`src/rtl/seq_divider_if.sv`:
```
// rtl/seq_divider_if.sv - start/valid handshake and operand/result bundle for seq_divider
interface seq_divider_if #(
   parameter int DATA_W = 32
);
   logic              i_start;
   logic              i_signed;
   logic [DATA_W-1:0] i_dividend;
   logic [DATA_W-1:0] i_divisor;
   logic              o_ready;
   logic              o_busy;
   logic              o_valid;
   logic [DATA_W-1:0] o_quotient;
   logic [DATA_W-1:0] o_remainder;
   logic              o_div_by_zero;

   modport master (
      output i_start, i_signed, i_dividend, i_divisor,
      input  o_ready, o_busy, o_valid, o_quotient, o_remainder, o_div_by_zero
   );

   modport slave (
      input  i_start, i_signed, i_dividend, i_divisor,
      output o_ready, o_busy, o_valid, o_quotient, o_remainder, o_div_by_zero
   );
endinterface

```
`src/rtl/seq_divider.sv`:
```
// rtl/seq_divider.sv - multi-cycle restoring divider for DIV/DIVU/REM/REMU
// Optional DIV_EARLY_OUT_EN: divide-by-zero and signed overflow skip CALC.
module seq_divider #(
   parameter int DATA_W = 32
) (
   input  logic          i_clk,
   input  logic          i_reset,
   seq_divider_if.slave  bus
);
   localparam int CNT_W = $clog2(DATA_W);
   localparam logic [DATA_W-1:0] MIN_NEG = {1'b1, {(DATA_W-1){1'b0}}};

   typedef enum logic [1:0] {IDLE, CALC, FIX, DONE} state_t;

   state_t            state_q, state_d;
   logic [CNT_W-1:0]  cnt_q, cnt_d;
   logic [DATA_W-1:0] rem_q, rem_d;
   logic [DATA_W-1:0] qr_q, qr_d;
   logic [DATA_W-1:0] dvs_q, dvs_d;
   logic [DATA_W-1:0] dvd_q, dvd_d;
   logic              signed_q, signed_d;
   logic              a_neg_q, a_neg_d;
   logic              b_neg_q, b_neg_d;
   logic              dz_q, dz_d;
   logic              ovf_q, ovf_d;
   logic [DATA_W-1:0] quot_q, quot_d;
   logic [DATA_W-1:0] rmd_q, rmd_d;
   logic              dbz_q, dbz_d;

   logic [DATA_W:0]   r_shift;
   logic [DATA_W:0]   sub_w;
   logic              t_nonneg;
   logic              in_dz, in_ovf;
   logic [DATA_W-1:0] q_fix, r_fix;

   // The partial remainder never reaches the divisor, so its top (W+1th) bit is
   // always zero and only W bits are stored; R' keeps the shifted-out bit.
   always_comb begin
      r_shift  = {rem_q, qr_q[DATA_W-1]};
      sub_w    = {1'b0, r_shift[DATA_W-1:0]} + {1'b0, ~dvs_q} + {{DATA_W{1'b0}}, 1'b1};
      t_nonneg = r_shift[DATA_W] | sub_w[DATA_W];
      in_dz    = ~|bus.i_divisor;
      in_ovf   = bus.i_signed & (bus.i_dividend == MIN_NEG) & (&bus.i_divisor);
      q_fix    = (signed_q & (a_neg_q ^ b_neg_q)) ? -qr_q : qr_q;
      r_fix    = (signed_q & a_neg_q) ? -rem_q : rem_q;
   end

   always_comb begin
      state_d  = state_q;
      cnt_d    = cnt_q;
      rem_d    = rem_q;
      qr_d     = qr_q;
      dvs_d    = dvs_q;
      dvd_d    = dvd_q;
      signed_d = signed_q;
      a_neg_d  = a_neg_q;
      b_neg_d  = b_neg_q;
      dz_d     = dz_q;
      ovf_d    = ovf_q;
      quot_d   = quot_q;
      rmd_d    = rmd_q;
      dbz_d    = dbz_q;
      case (state_q)
         IDLE: begin
            if (bus.i_start) begin
               signed_d = bus.i_signed;
               a_neg_d  = bus.i_signed & bus.i_dividend[DATA_W-1];
               b_neg_d  = bus.i_signed & bus.i_divisor[DATA_W-1];
               qr_d     = (bus.i_signed & bus.i_dividend[DATA_W-1]) ? -bus.i_dividend : bus.i_dividend;
               dvs_d    = (bus.i_signed & bus.i_divisor[DATA_W-1]) ? -bus.i_divisor : bus.i_divisor;
               dvd_d    = bus.i_dividend;
               dz_d     = in_dz;
               ovf_d    = in_ovf;
               rem_d    = '0;
               cnt_d    = '0;
               state_d  = CALC;
`ifdef DIV_EARLY_OUT_EN
               if (in_dz || in_ovf) begin
                  state_d = FIX;
               end
`endif
            end
         end
         CALC: begin
            rem_d = t_nonneg ? sub_w[DATA_W-1:0] : r_shift[DATA_W-1:0];
            qr_d  = {qr_q[DATA_W-2:0], t_nonneg};
            cnt_d = cnt_q + CNT_W'(1);
            if (cnt_q == CNT_W'(DATA_W-1)) begin
               state_d = FIX;
            end
         end
         FIX: begin
            dbz_d = dz_q;
            if (dz_q) begin
               quot_d = '1;
               rmd_d  = dvd_q;
            end else if (ovf_q) begin
               quot_d = dvd_q;
               rmd_d  = '0;
            end else begin
               quot_d = q_fix;
               rmd_d  = r_fix;
            end
            state_d = DONE;
         end
         DONE: state_d = IDLE;
         default: state_d = IDLE;
      endcase
   end

   always_ff @(posedge i_clk or posedge i_reset) begin
      if (i_reset) begin
         state_q  <= IDLE;
         cnt_q    <= '0;
         rem_q    <= '0;
         qr_q     <= '0;
         dvs_q    <= '0;
         dvd_q    <= '0;
         signed_q <= 1'b0;
         a_neg_q  <= 1'b0;
         b_neg_q  <= 1'b0;
         dz_q     <= 1'b0;
         ovf_q    <= 1'b0;
         quot_q   <= '0;
         rmd_q    <= '0;
         dbz_q    <= 1'b0;
      end else begin
         state_q  <= state_d;
         cnt_q    <= cnt_d;
         rem_q    <= rem_d;
         qr_q     <= qr_d;
         dvs_q    <= dvs_d;
         dvd_q    <= dvd_d;
         signed_q <= signed_d;
         a_neg_q  <= a_neg_d;
         b_neg_q  <= b_neg_d;
         dz_q     <= dz_d;
         ovf_q    <= ovf_d;
         quot_q   <= quot_d;
         rmd_q    <= rmd_d;
         dbz_q    <= dbz_d;
      end
   end

   assign bus.o_ready       = (state_q == IDLE);
   assign bus.o_busy        = (state_q == CALC) || (state_q == FIX);
   assign bus.o_valid       = (state_q == DONE);
   assign bus.o_quotient    = quot_q;
   assign bus.o_remainder   = rmd_q;
   assign bus.o_div_by_zero = dbz_q;
endmodule

```
`src/flat_wrapper.sv`:
```
// flat-port wrapper written by rule: the top's interface ports become plain ports
module seq_divider_flat 
#(
   parameter int DATA_W = 32
)
  (i_clk, i_reset, bus_i_start, bus_i_signed, bus_i_dividend, bus_i_divisor, bus_o_ready, bus_o_busy, bus_o_valid, bus_o_quotient, bus_o_remainder, bus_o_div_by_zero);
  seq_divider_if #(.DATA_W(DATA_W)) bus_i ();
  input  logic i_clk;
  input  logic i_reset;
  input wire logic [$bits(bus_i.i_start)-1:0] bus_i_start;
  input wire logic [$bits(bus_i.i_signed)-1:0] bus_i_signed;
  input wire logic [$bits(bus_i.i_dividend)-1:0] bus_i_dividend;
  input wire logic [$bits(bus_i.i_divisor)-1:0] bus_i_divisor;
  output wire logic [$bits(bus_i.o_ready)-1:0] bus_o_ready;
  output wire logic [$bits(bus_i.o_busy)-1:0] bus_o_busy;
  output wire logic [$bits(bus_i.o_valid)-1:0] bus_o_valid;
  output wire logic [$bits(bus_i.o_quotient)-1:0] bus_o_quotient;
  output wire logic [$bits(bus_i.o_remainder)-1:0] bus_o_remainder;
  output wire logic [$bits(bus_i.o_div_by_zero)-1:0] bus_o_div_by_zero;
  assign bus_i.i_start = bus_i_start;
  assign bus_i.i_signed = bus_i_signed;
  assign bus_i.i_dividend = bus_i_dividend;
  assign bus_i.i_divisor = bus_i_divisor;
  assign bus_o_ready = bus_i.o_ready;
  assign bus_o_busy = bus_i.o_busy;
  assign bus_o_valid = bus_i.o_valid;
  assign bus_o_quotient = bus_i.o_quotient;
  assign bus_o_remainder = bus_i.o_remainder;
  assign bus_o_div_by_zero = bus_i.o_div_by_zero;
  seq_divider #(.DATA_W(DATA_W)) u_core (.i_clk(i_clk), .i_reset(i_reset), .bus(bus_i));
endmodule
```
`config.mk`:
```
export PLATFORM = sky130hd
export DESIGN_NAME = seq_divider_flat
export DESIGN_NICKNAME = d
export VERILOG_FILES = /design/src/rtl/seq_divider_if.sv /design/src/rtl/seq_divider.sv /design/src/flat_wrapper.sv
export SDC_FILE = /design/constraint.sdc
export NUM_CORES = 1
export LEC_CHECK = 0
export BUFFER_PORTS_ARGS = -buffer_cell sky130_fd_sc_hd__buf_4
export CORE_UTILIZATION = 50
export DETAILED_ROUTE_END_ITERATION = 10
export MAX_ROUTING_LAYER = met4
export PLACE_DENSITY = 0.69
export SLEW_MARGIN = 30
export SYNTH_ARGS = -nofsm -noshare
export SYNTH_HDL_FRONTEND = slang
export SYNTH_SLANG_ARGS = --single-unit
```
`constraint.sdc`:
```
create_clock -name i_clk -period 7.7 [get_ports i_clk]
set_clock_uncertainty 0.05 [all_clocks]
set_input_delay 0.77 -clock i_clk [delete_from_list [all_inputs] [get_ports i_clk]]
set_output_delay 0.77 -clock i_clk [all_outputs]
set_load 0.03 [all_outputs]
```
## After elaboration in Yosys (flattened, before gate mapping)

Cells that the tools add are included.

- Word-level logic and storage cells: 64
- Register bits after elaboration: 205

- Reduce and logical (&&, ||, !) cells: 9
- Muxes and demuxes: 18
- Bitwise gates (word level): 9
- Add/subtract/negate cells: 7
- Eq/ne operators: 7

Operators by type and width:

| kind | count |
|---|---|
| $mux W32 | 11 |
| $neg A32 Y32 | 4 |
| $pmux W32 S2 | 2 |
| $add A32 B32 Y33 | 1 |
| $add A33 B1 Y33 const B | 1 |
| $eq A32 B32 Y1 const B | 1 |
| $not A32 Y32 | 1 |
| $reduce_and A32 Y1 | 1 |
| $reduce_or A32 Y1 | 1 |
| $pmux W5 S2 | 1 |
| $pmux W2 S4 | 1 |
| $and A1 B1 Y1 | 6 |
| $reduce_and A2 Y1 | 3 |
| $add A5 B1 Y5 const B | 1 |
| $eq A5 B5 Y1 const B | 1 |
| $mux W5 | 1 |
| $eq A2 B2 Y1 const B | 2 |
| $mux W2 | 2 |
| $eq A2 B1 Y1 const B | 1 |
| $logic_not A2 Y1 | 1 |
| $ne A2 B1 Y1 const B | 1 |
| $ne A2 B2 Y1 const B | 1 |
| $reduce_bool A2 Y1 | 1 |
| $logic_not A1 Y1 | 1 |
| other kinds (3) | 3 |

## Logic depth before layout (Yosys ltp)

- Depth after elaboration: 6
- Depth in mapped cells: 14
- Depth with buffers taken out: 12

## Worst setup path before layout

Ideal clock, no wire load.

- Path kind: in2reg
- Start point: input bus_i_divisor[4]
- End point: register u_core.dvs_q[30]
- Path slack: 4760 ps
- Data required time: 7517 ps
- Stages on the path: 8
- Arrival: 2758 ps
- Path through: or3_4 nor3b_4 nand4_2 nand2b_4 or4_4 o41ai_2 xor2_1 o21ai_1

- Word-level cells in the longest chain between the ends: 2

RTL lines:

| element | RTL line | text |
|---|---|---|
| start: declaration | flat_wrapper.sv:13 | `input wire logic [$bits(bus_i.i_divisor)-1:0] bus_i_divisor;` |
| $neg A32 Y32 | seq_divider.sv:70 | `dvs_d = (bus.i_signed & bus.i_divisor[DATA_W-1]) ? -bus.i_divisor : bus.i_divisor;` |
| $mux W32 | seq_divider.sv:70 |  |
| end signal: assignment | seq_divider.sv:132 | `dvs_q <= dvs_d;` |
| end: declaration | seq_divider.sv:19 | `logic [DATA_W-1:0] dvs_q, dvs_d;` |

No other way between the ends.
A chain may end at the register's enable or synchronous reset.

## Worst setup path in the final report

- Start point: register u_core.rem_q[4]
- End point: register u_core.rem_q[17]

- Word-level cells in the longest chain between the ends: 5

RTL lines:

| element | RTL line | text |
|---|---|---|
| start: declaration | seq_divider.sv:17 | `logic [DATA_W-1:0] rem_q, rem_d;` |
| start signal: assignment | seq_divider.sv:130 | `rem_q <= rem_d;` |
| $add A32 B32 Y33 * | seq_divider.sv:40 | `sub_w = {1'b0, r_shift[DATA_W-1:0]} + {1'b0, ~dvs_q} + {{DATA_W{1'b0}}, 1'b1};` |
| $add A33 B1 Y33 * | seq_divider.sv:40 |  |
| $or A1 B1 Y1 | seq_divider.sv:41 | `t_nonneg = r_shift[DATA_W] \| sub_w[DATA_W];` |
| $mux W32 * | seq_divider.sv:85 | `rem_d = t_nonneg ? sub_w[DATA_W-1:0] : r_shift[DATA_W-1:0];` |
| $pmux W32 S2 * | seq_divider.sv:63 | `case (state_q)` |

Mark *: on every way between the ends. The rest lies on a longest branch, timed or not.

==> metrics.cfg <==
[setup_path]
cp-end-kind = flop
crit_path_start_kind = flop
crit_required_ns = 8.03
timing.rr.start = u_core.rem_q[4]
cp-startpoint = u_core.rem_q[4]
arrival_ns = 4.01
setup.worst_path.class = reg2reg
critPathMaxFanout = 56

[route]
first_pass_iters = 5
wl_mm = 35.0
drc = 0
vias_per_cell = 5.94
wl_per_cell_um = 18.0
drt_iter0_drc = 831
vias = 11544
ant_nets = 0

[placed_design]
place_area_mm2 = 0.0143
gp_congestion = 0.873
preCtsSetupSlack_ns = 4.04
numPlacedInstances = 1901
port_buffers = 135
dp_hpwl_mm = 24.9

[logic_synthesis]
yosys.area.top_type = dfrtp_1
ys_warn_count = 0
synth_area_mm2 = 0.0131
yosysSeqAreaShare_pct = 39.1
netlist_instances = 1521
synthFlopType = dfrtp_1
synth.top_cells.by_area = dfrtp_1 39%, o21ai_0 8.1%, nand2_1 6.3%
synth-edff-count = 0
syn_nets = 1633
async_flop_share_pct = 100
yosys_register_bits = 205
synth_top_area_share_pct = 39.1
syn_area_per_cell_um2 = 8.63
synth.distinct_cells = 66

[final_layout]
syn2layout_area_growth_pct = 14.7
nets = 1709
drive_gt1_share_pct = 15.1
seqCellArea_mm2 = 0.00513
fin_area_mm2 = 0.0151
num_antenna_cells = 0
fin_cells = 1942
final_common_cell = nand2_1
layout_common_cells = 219 x nand2_1, 213 x o21ai_0, 204 x dfrtp_1
multiInputGateArea_mm2 = 0.00746
fillers = 2355

[grt]
grt_overflow = 0
grt_max_degree = 138
grt_pass1_wl_mm = 56.4
antenna_found_initial = 0
grt_usage_pct = 27.2
grt_pass1_vias = 10863

[die]
start_util_pct = 51.5
die_x_um = 164
dieArea_mm2 = 0.0269
die_y_um = 164
std_cell_rows = 58
fp.coreArea_mm2 = 0.0255
ios = 136

[clock_tree]
clkTransAtPathRegs_ns = 0.06
clkSinkCount = 205
root_buffer = clkbuf_16
cts.hold.buffers_added = 0
cts.path.max_buffers = 3
cts_resized = 0
insertion_delay_ns = 0.51
cts_buffers = 24
cts_setup_buffers = 0
cts_tree = done
h-tree-depth = 1

[power_and_ir_drop]
powerDensity_mw_per_mm2 = 471
vdd.ir_drop.worst_v = 0.000304
p_leak_uw = 0.00646

[flow_run]
drv_cap = 0

[sta]
rsz0062_at_grt = false
max_freq_ghz = 0.272
finalCritPeriodShare_pct = 47.8
setup_slack_ns = 4.02
drv_slew = 0
setup_tns_ns = 0
worst_pin_slew_ns = 0.967
holdWs_ns = 0.176
max_slew_margin_pct = 35.5
fin_crit_ns = 3.68
setup_viol = 0
hold_viol = 0

[hold_path]
min_path_type = in2async

[run_status]
outcome = finished clean

==> where the power goes <==
group | total, uW | leakage, uW | internal [uW] | switching [uW]
Clock | 1090 | 0.000368 | 648 | 443
Sequential | 2080 | 0.00251 | 1590 | 494
Combinational | 3920 | 0.00358 | 1570 | 2360
Total | 7100 | 0.00646 | 3800 | 3300
==> area by class of cell <==
cell class                 count  area share, %
multi-input combinational   1166           49.5
sequential                   205           34.1
timing repair buffer         144           7.20
clock buffer                  39           4.90
tap                          330           2.74
inverter                      56           1.48
clock inverter                 2         0.0665
==> cells in the mapped netlist (11+ instances only) <==
library cell and n:
a21o_1 18, a21oi_1 119, a31oi_1 11, a32oi_1 11
clkbuf_1 83, dfrtp_1 205, ha_1 43, inv_1 56
mux2_2 36, mux2i_1 11, nand2_1 220, nand2b_1 15
nand4_1 11, nor2_1 81, nor3_1 28, nor4_1 13
o21ai_0 213, o22a_1 32, o31ai_1 18, or3_1 12
xnor2_1 69, xor2_1 76
==> stage by stage <==
stage          utilization (%)  power [uW]
6_report                  59.1        7100
5_1_grt                   59.1        7650
3_3_place_gp              56.1        5910
2_1_floorplan                -        4900
3_5_place_dp              56.1        5990
4_1_cts                   59.1        7110
==> kinds of logic (layout without fill, tap and decap cells) <==
family	Yosys count	after routing	synth area share, %
AND/OR/NAND/NOR	442	442	16.3
flip-flops	205	205	39.1
multiplexers	47	47	3.93
adder cells (fa/ha/maj)	44	44	4.25
AO/OA/AOI/OAI	488	488	22.4
XOR/XNOR	145	145	9.67
buffers and inverters	150	241	4.45
==> state kept, by name (all words and copies together) (netlist names), 2 cells and up <==
signal	cells
u_core.dvd_q	32
u_core.dvs_q	32
u_core.bus.o_remainder	32
u_core.state_q	2
u_core.bus.o_quotient	32
u_core.cnt_q	5
u_core.qr_q	32
u_core.rem_q	32
==> metal layers <==
metal / GRT usage, % / vias up / wire (um) / share of wire [%]
met5: - / - / 0 / 0
met4: 6.94 / 0 / 832 / 2.4
met3: 3.84 / 50 / 2060 / 5.9
met2: 42.1 / 316 / 16000 / 46
met1: 37.4 / 5641 / 16100 / 46
li1: - / 5537 / - / -
==> path summary, 6_finish.rpt <==
path | cells past startpoint | slack (ns) | endpoint
worst min register to register | 2 | 0.43 | u_core.dvs_q[9]
worst max-delay path | 10 | 4.02 | u_core.rem_q[17]
worst min-delay path | 2 | 0.18 | u_core.dvs_q[29]
worst max register to register | 10 | 4.02 | u_core.rem_q[17]
max in group asynchronous | 3 | 5.98 | u_core.ovf_q
min in group i_clk | 2 | 0.43 | u_core.dvs_q[9]
==> critical path, cell delays in order, from the launching register on <==
cell and delay, ns:
dfrtp_1 0.45, ha_1 0.38, a21o_1 0.22, a211oi_1 0.35, a211oi_1 0.17, nor4b_2 0.49
a21oi_1 0.26, a21oi_4 0.16, buf_4 0.45, nand2b_1 0.39, o21ai_0 0.15
Note: power is estimated with default switching activity, not from simulation.
